==> src/rtl/rx_ctrl_module_if.sv <==
// Signal bundle between the UART RX pin/baud counter environment and rx_ctrl_module.
// The slave modport is the receive controller's view; master is the environment's.
interface rx_ctrl_module_if #(
    parameter int DATA_BITS = 8
);
    logic                 RX_Pin_In;
    logic                 RX_En_Sig;
    logic                 BPS_CLK;
    logic                 Count_Sig;
    logic [DATA_BITS-1:0] RX_Data;
    logic                 RX_Done_Sig;
    logic                 Frame_Err;

    modport master (
        output RX_Pin_In,
        output RX_En_Sig,
        output BPS_CLK,
        input  Count_Sig,
        input  RX_Data,
        input  RX_Done_Sig,
        input  Frame_Err
    );

    modport slave (
        input  RX_Pin_In,
        input  RX_En_Sig,
        input  BPS_CLK,
        output Count_Sig,
        output RX_Data,
        output RX_Done_Sig,
        output Frame_Err
    );
endinterface

==> src/rtl/rx_ctrl_module.sv <==
// UART receive controller: synchronizes the RX line, detects the start bit, runs the
// baud counter and samples each bit on its mid-bit BPS_CLK pulse.
module rx_ctrl_module #(
    parameter int DATA_BITS   = 8,
    parameter int SYNC_STAGES = 2
) (
    input  logic             CLK,
    input  logic             RSTn,
    rx_ctrl_module_if.slave  bus
);
    localparam int IDX_W = $clog2(DATA_BITS + 1);

    typedef enum logic [1:0] {
        IDLE  = 2'd0,
        START = 2'd1,
        DATA  = 2'd2,
        STOP  = 2'd3
    } state_t;

    logic [SYNC_STAGES-1:0] sync_r;
    logic                   rx_d_r;
    logic [SYNC_STAGES:0]   valid_r;
    logic                   rx_s;
    logic                   fall_s;

    state_t                 state_r, state_s;
    logic [IDX_W-1:0]       idx_r, idx_s;
    logic [DATA_BITS-1:0]   shift_r, shift_s;
    logic [DATA_BITS-1:0]   data_r, data_s;
    logic                   count_r, count_s;
    logic                   done_r, done_s;
    logic                   err_r, err_s;

    // valid_r fills with ones after reset so that rx_s/rx_d hold real line samples
    // before a falling edge is trusted; a line held low across reset release is no start.
    assign rx_s   = sync_r[SYNC_STAGES-1];
    assign fall_s = valid_r[SYNC_STAGES] & rx_d_r & ~rx_s;

    // Line synchronizer, edge-history flop and post-reset flush tracker
    always_ff @(posedge CLK or negedge RSTn) begin
        if (!RSTn) begin
            sync_r  <= {SYNC_STAGES{1'b1}};
            rx_d_r  <= 1'b1;
            valid_r <= {(SYNC_STAGES+1){1'b0}};
        end else begin
            sync_r  <= {sync_r[SYNC_STAGES-2:0], bus.RX_Pin_In};
            rx_d_r  <= rx_s;
            valid_r <= {valid_r[SYNC_STAGES-1:0], 1'b1};
        end
    end

    // FSM state and datapath registers
    always_ff @(posedge CLK or negedge RSTn) begin
        if (!RSTn) begin
            state_r <= IDLE;
            idx_r   <= {IDX_W{1'b0}};
            shift_r <= {DATA_BITS{1'b0}};
            data_r  <= {DATA_BITS{1'b0}};
            count_r <= 1'b0;
            done_r  <= 1'b0;
            err_r   <= 1'b0;
        end else begin
            state_r <= state_s;
            idx_r   <= idx_s;
            shift_r <= shift_s;
            data_r  <= data_s;
            count_r <= count_s;
            done_r  <= done_s;
            err_r   <= err_s;
        end
    end

    // Next-state and next-output logic
    always_comb begin
        state_s = state_r;
        idx_s   = idx_r;
        shift_s = shift_r;
        data_s  = data_r;
        count_s = count_r;
        done_s  = 1'b0;
        err_s   = 1'b0;
        case (state_r)
            IDLE: begin
                if (fall_s && bus.RX_En_Sig) begin
                    state_s = START;
                    count_s = 1'b1;
                    idx_s   = {IDX_W{1'b0}};
                end else begin
                    count_s = 1'b0;
                end
            end
            START: begin
                if (bus.BPS_CLK) begin
                    if (!rx_s) begin
                        state_s = DATA;
                    end else begin
                        state_s = IDLE;
                        count_s = 1'b0;
                    end
                end else begin
                    state_s = START;
                end
            end
            DATA: begin
                if (bus.BPS_CLK) begin
                    shift_s = {rx_s, shift_r[DATA_BITS-1:1]};
                    idx_s   = idx_r + IDX_W'(1);
                    if (idx_r == IDX_W'(DATA_BITS - 1)) begin
                        state_s = STOP;
                    end else begin
                        state_s = DATA;
                    end
                end else begin
                    state_s = DATA;
                end
            end
            STOP: begin
                if (bus.BPS_CLK) begin
                    if (rx_s) begin
                        data_s = shift_r;
                        done_s = 1'b1;
                    end else begin
                        err_s  = 1'b1;
                    end
                    state_s = IDLE;
                    count_s = 1'b0;
                end else begin
                    state_s = STOP;
                end
            end
            default: begin
                state_s = IDLE;
                count_s = 1'b0;
            end
        endcase
    end

    assign bus.Count_Sig   = count_r;
    assign bus.RX_Data     = data_r;
    assign bus.RX_Done_Sig = done_r;
    assign bus.Frame_Err   = err_r;
endmodule
==> src/flat_wrapper.sv <==
// flat-port wrapper written by rule: the top's interface ports become plain ports
module rx_ctrl_module_flat 
#(
    parameter int DATA_BITS   = 8,
    parameter int SYNC_STAGES = 2
)
  (CLK, RSTn, bus_RX_Pin_In, bus_RX_En_Sig, bus_BPS_CLK, bus_Count_Sig, bus_RX_Data, bus_RX_Done_Sig, bus_Frame_Err);
  rx_ctrl_module_if #(.DATA_BITS(DATA_BITS)) bus_i ();
  input  logic CLK;
  input  logic RSTn;
  input wire logic [$bits(bus_i.RX_Pin_In)-1:0] bus_RX_Pin_In;
  input wire logic [$bits(bus_i.RX_En_Sig)-1:0] bus_RX_En_Sig;
  input wire logic [$bits(bus_i.BPS_CLK)-1:0] bus_BPS_CLK;
  output wire logic [$bits(bus_i.Count_Sig)-1:0] bus_Count_Sig;
  output wire logic [$bits(bus_i.RX_Data)-1:0] bus_RX_Data;
  output wire logic [$bits(bus_i.RX_Done_Sig)-1:0] bus_RX_Done_Sig;
  output wire logic [$bits(bus_i.Frame_Err)-1:0] bus_Frame_Err;
  assign bus_i.RX_Pin_In = bus_RX_Pin_In;
  assign bus_i.RX_En_Sig = bus_RX_En_Sig;
  assign bus_i.BPS_CLK = bus_BPS_CLK;
  assign bus_Count_Sig = bus_i.Count_Sig;
  assign bus_RX_Data = bus_i.RX_Data;
  assign bus_RX_Done_Sig = bus_i.RX_Done_Sig;
  assign bus_Frame_Err = bus_i.Frame_Err;
  rx_ctrl_module #(.DATA_BITS(DATA_BITS), .SYNC_STAGES(SYNC_STAGES)) u_core (.CLK(CLK), .RSTn(RSTn), .bus(bus_i));
endmodule
==> config.mk <==
export PLATFORM = sky130hd
export DESIGN_NAME = rx_ctrl_module_flat
export DESIGN_NICKNAME = d
export VERILOG_FILES = /design/src/rtl/rx_ctrl_module_if.sv /design/src/rtl/rx_ctrl_module.sv /design/src/flat_wrapper.sv
export SDC_FILE = /design/constraint.sdc
export NUM_CORES = 1
export LEC_CHECK = 0
export ABC_AREA = 1
export ABC_CLOCK_PERIOD_IN_PS = 1500
export BUFFER_PORTS_ARGS = -buffer_cell sky130_fd_sc_hd__buf_2
export CAP_MARGIN = 25
export CORE_MARGIN = 4
export CORE_UTILIZATION = 55
export CTS_CLUSTER_DIAMETER = 200
export DETAILED_ROUTE_END_ITERATION = 16
export PLACE_DENSITY_LB_ADDON = 0.15
export SYNTH_ARGS = -nofsm -noshare
export SYNTH_HDL_FRONTEND = slang
export SYNTH_SLANG_ARGS = --single-unit
==> constraint.sdc <==
create_clock -name CLK -period 1.5 [get_ports CLK]
set_input_delay 0.075 -clock CLK [delete_from_list [all_inputs] [get_ports CLK]]
set_output_delay 0.075 -clock CLK [all_outputs]
set_load 0.03 [all_outputs]
==> flow_summary.ini <==
[synth]
synth_edf_count = 0
synthesis.nets = 156
yosys_warnings = 0
syn-cell-area_mm2 = 0.001323
ys_seq_elements = 31
synthArstFlopShare_pct = 100.0
synth_cell_types = 18
ys_seq_area_share_pct = 58.94
avgSynthCellArea_um2 = 9.121
syn_inst = 145
ys.flop_type = dfrtp_1

[power_and_ir_drop]
p_leak_nw = 0.7905
ir_drop_mv = 1.034
power.density_mw_per_mm2 = 1464

[setup_path]
cp_max_fo = 4
path_class = register to register
arrival_ns = 1.59
worst_setup_path_start_kind = register
end_kind = register
worstPathRequired_ns = 1.73

[sta]
fin_crit_ns = 1.361
relSlewSlack_pct = 56.60
slew_viol_final = 0
hold_viol_final = 0
finalSetupViolations = 0
worstMarginPinSlew_ns = 0.6511
fin_tns_setup_ns = 0
timing.fmax_mhz = 735.0
post-route-period-util_pct = 90.70
rsz0062_at_grt = false
skew_ns = 0.01211

[clock_network]
cts_buffers = 5
tritoncts = yes
clk_latency_ns = 0.33
clk_pin_slew_ns = 0.09
clockRootBuffer = clkbuf_4
htree_levels = 2
numClockSinks = 31
clk_path_buf_depth = 2

[placed_design]
hpwl_um = 1609
io_buffers = 15
gp_congestion = 0.7533

[floorplan]
die_x_um = 57.04
start_util_pct = 58.66
io_pins = 16
placementRows = 17
core_mm2 = 0.002255
die-area_mm2 = 0.003253
die_h_um = 57.04

[grt]
antenna_found_initial = 0
grt_overflow = 0
grt_pass1_wl_um = 3905
grt_pass1_vias = 929
grt_usage_pct = 15.94
grt_max_degree = 32

[layout]
fin_util_pct = 67.15
layout_common_cells = nand2_1, dfrtp_1, inv_1, o21ai_1, buf_2
diodes = 0
drive_above_1_share_pct = 18.82
area_growth_pct = 14.47
nNetsFinal = 180
layout_commonest_cell = nand2_1

[detailed_routing]
vias_per_cell = 4.899
drt-total-wl_um = 2240
first_iter_violations = 22
antenna_left = 0
first_pass_iters = 4
vias = 970
drc_errors = 0
wl_per_cell_um = 11.31

[outcome]
status = finished clean

[worst_hold_path]
hold_path_class = primary input to register

[job]
cap_violations = 0
[report_power, final]
part	internal [W]	switching, W
clock	0.000186	0.000263
combinational	0.000254	0.000480
sequential	0.000950	0.0000832
[final timing paths]
kind	depth (start not counted)	startpoint	to	slack, ns
max	7	u_core.state_r[1]	u_core.idx_r[3]	0.14
min	5	bus_RX_En_Sig	u_core.bus.Count_Sig	0.10
max reg2reg	7	u_core.state_r[1]	u_core.idx_r[3]	0.14
min reg2reg	0	u_core.valid_r[1]	u_core.valid_r[2]	0.35
max in group asynchronous	2	RSTn	u_core.valid_r[0]	0.76
min in group asynchronous	2	RSTn	u_core.state_r[1]	0.30
[worst max-delay path, cell delays in order, from the launching register on]
cell     delay (ns)
dfrtp_1        0.42
inv_1          0.13
ha_2           0.24
inv_1          0.06
o21ai_1        0.17
nand2_2        0.10
nand2_1        0.08
nand2_1        0.05
[flip-flops by register name, summed over array words and instances (netlist names)]
name,flops
u_core.bus.RX_Data,8
u_core.state_r,2
u_core.bus.RX_Done_Sig,1
u_core.bus.Count_Sig,1
u_core.sync_r,2
u_core.shift_r,8
u_core.idx_r,4
u_core.rx_d_r,1
u_core.bus.Frame_Err,1
u_core.valid_r,3
[cell usage after synthesis, types with 2 or more instances]
cell / instances / area share, %
dfstp_2: 3 / 6.0
o21ai_1: 18 / 6.8
inv_1: 18 / 5.1
ha_1: 6 / 5.7
nor2_1: 7 / 2.0
buf_2: 2 / 0.76
dfrtp_1: 28 / 53
inv_2: 2 / 0.57
nand2_2: 2 / 0.95
nand2_1: 42 / 12
nand4_1: 2 / 0.95
nand3_1: 8 / 3.0
nor3_1: 2 / 0.76
[layer usage]
| metal | up-vias | GRT usage (%) | wire (um) |
|---|---|---|---|
| li1 | 502 | - | - |
| met1 | 444 | 20.12 | 1054 |
| met2 | 19 | 23.82 | 1029 |
| met3 | 5 | 4.751 | 114 |
| met4 | 0 | 10.26 | 41 |
| met5 | - | 0 | 0 |
[metrics by stage]
stage / area (um2) / worst slack (ns) / total power, W / hold slack (ns) / std cells
6_report: 1514 / 0.1395 / 0.002216 / 0.1034 / 198
5_1_grt: 1514 / 0.03401 / 0.002409 / 0.1162 / 198
4_1_cts: 1509 / 0.09391 / 0.002222 / 0.09591 / 198
3_5_place_dp: 1430 / 0.1130 / 0.001768 / 0.1436 / 187
3_3_place_gp: 1430 / 0.1747 / 0.001733 / 0.1394 / 187
2_1_floorplan: 1323 / 0.2292 / 0.001585 / -0.2206 / 145
[final cells by class]
cell class,count,area (um2)
Clock buffer,8,48.80
Fill cell,191,740.7
Inverter,21,78.83
Multi-Input combinational cell,91,459.2
Sequential cell,31,779.5
Tap cell,28,35.03
Timing Repair Buffer,19,112.6
[timing repair]
action                                  CTS  global route
setup buffers                             0             0
endpoints found under the setup margin    0             1
hold buffers                              3             0
endpoints found under the hold margin    30             0
gates resized for setup                   0             2
[cell families after synthesis]
kind of cell	count (synthesis)	synth area share (%)
AND/OR/NAND/NOR	64	20.34
flip-flops	31	58.94
buffers and inverters	23	6.717
AO/OA/AOI/OAI	20	8.042
adder cells (fa/ha/maj)	6	5.676
other	1	0.2835
No activity file was read; power rests on OpenSTA's default activity.
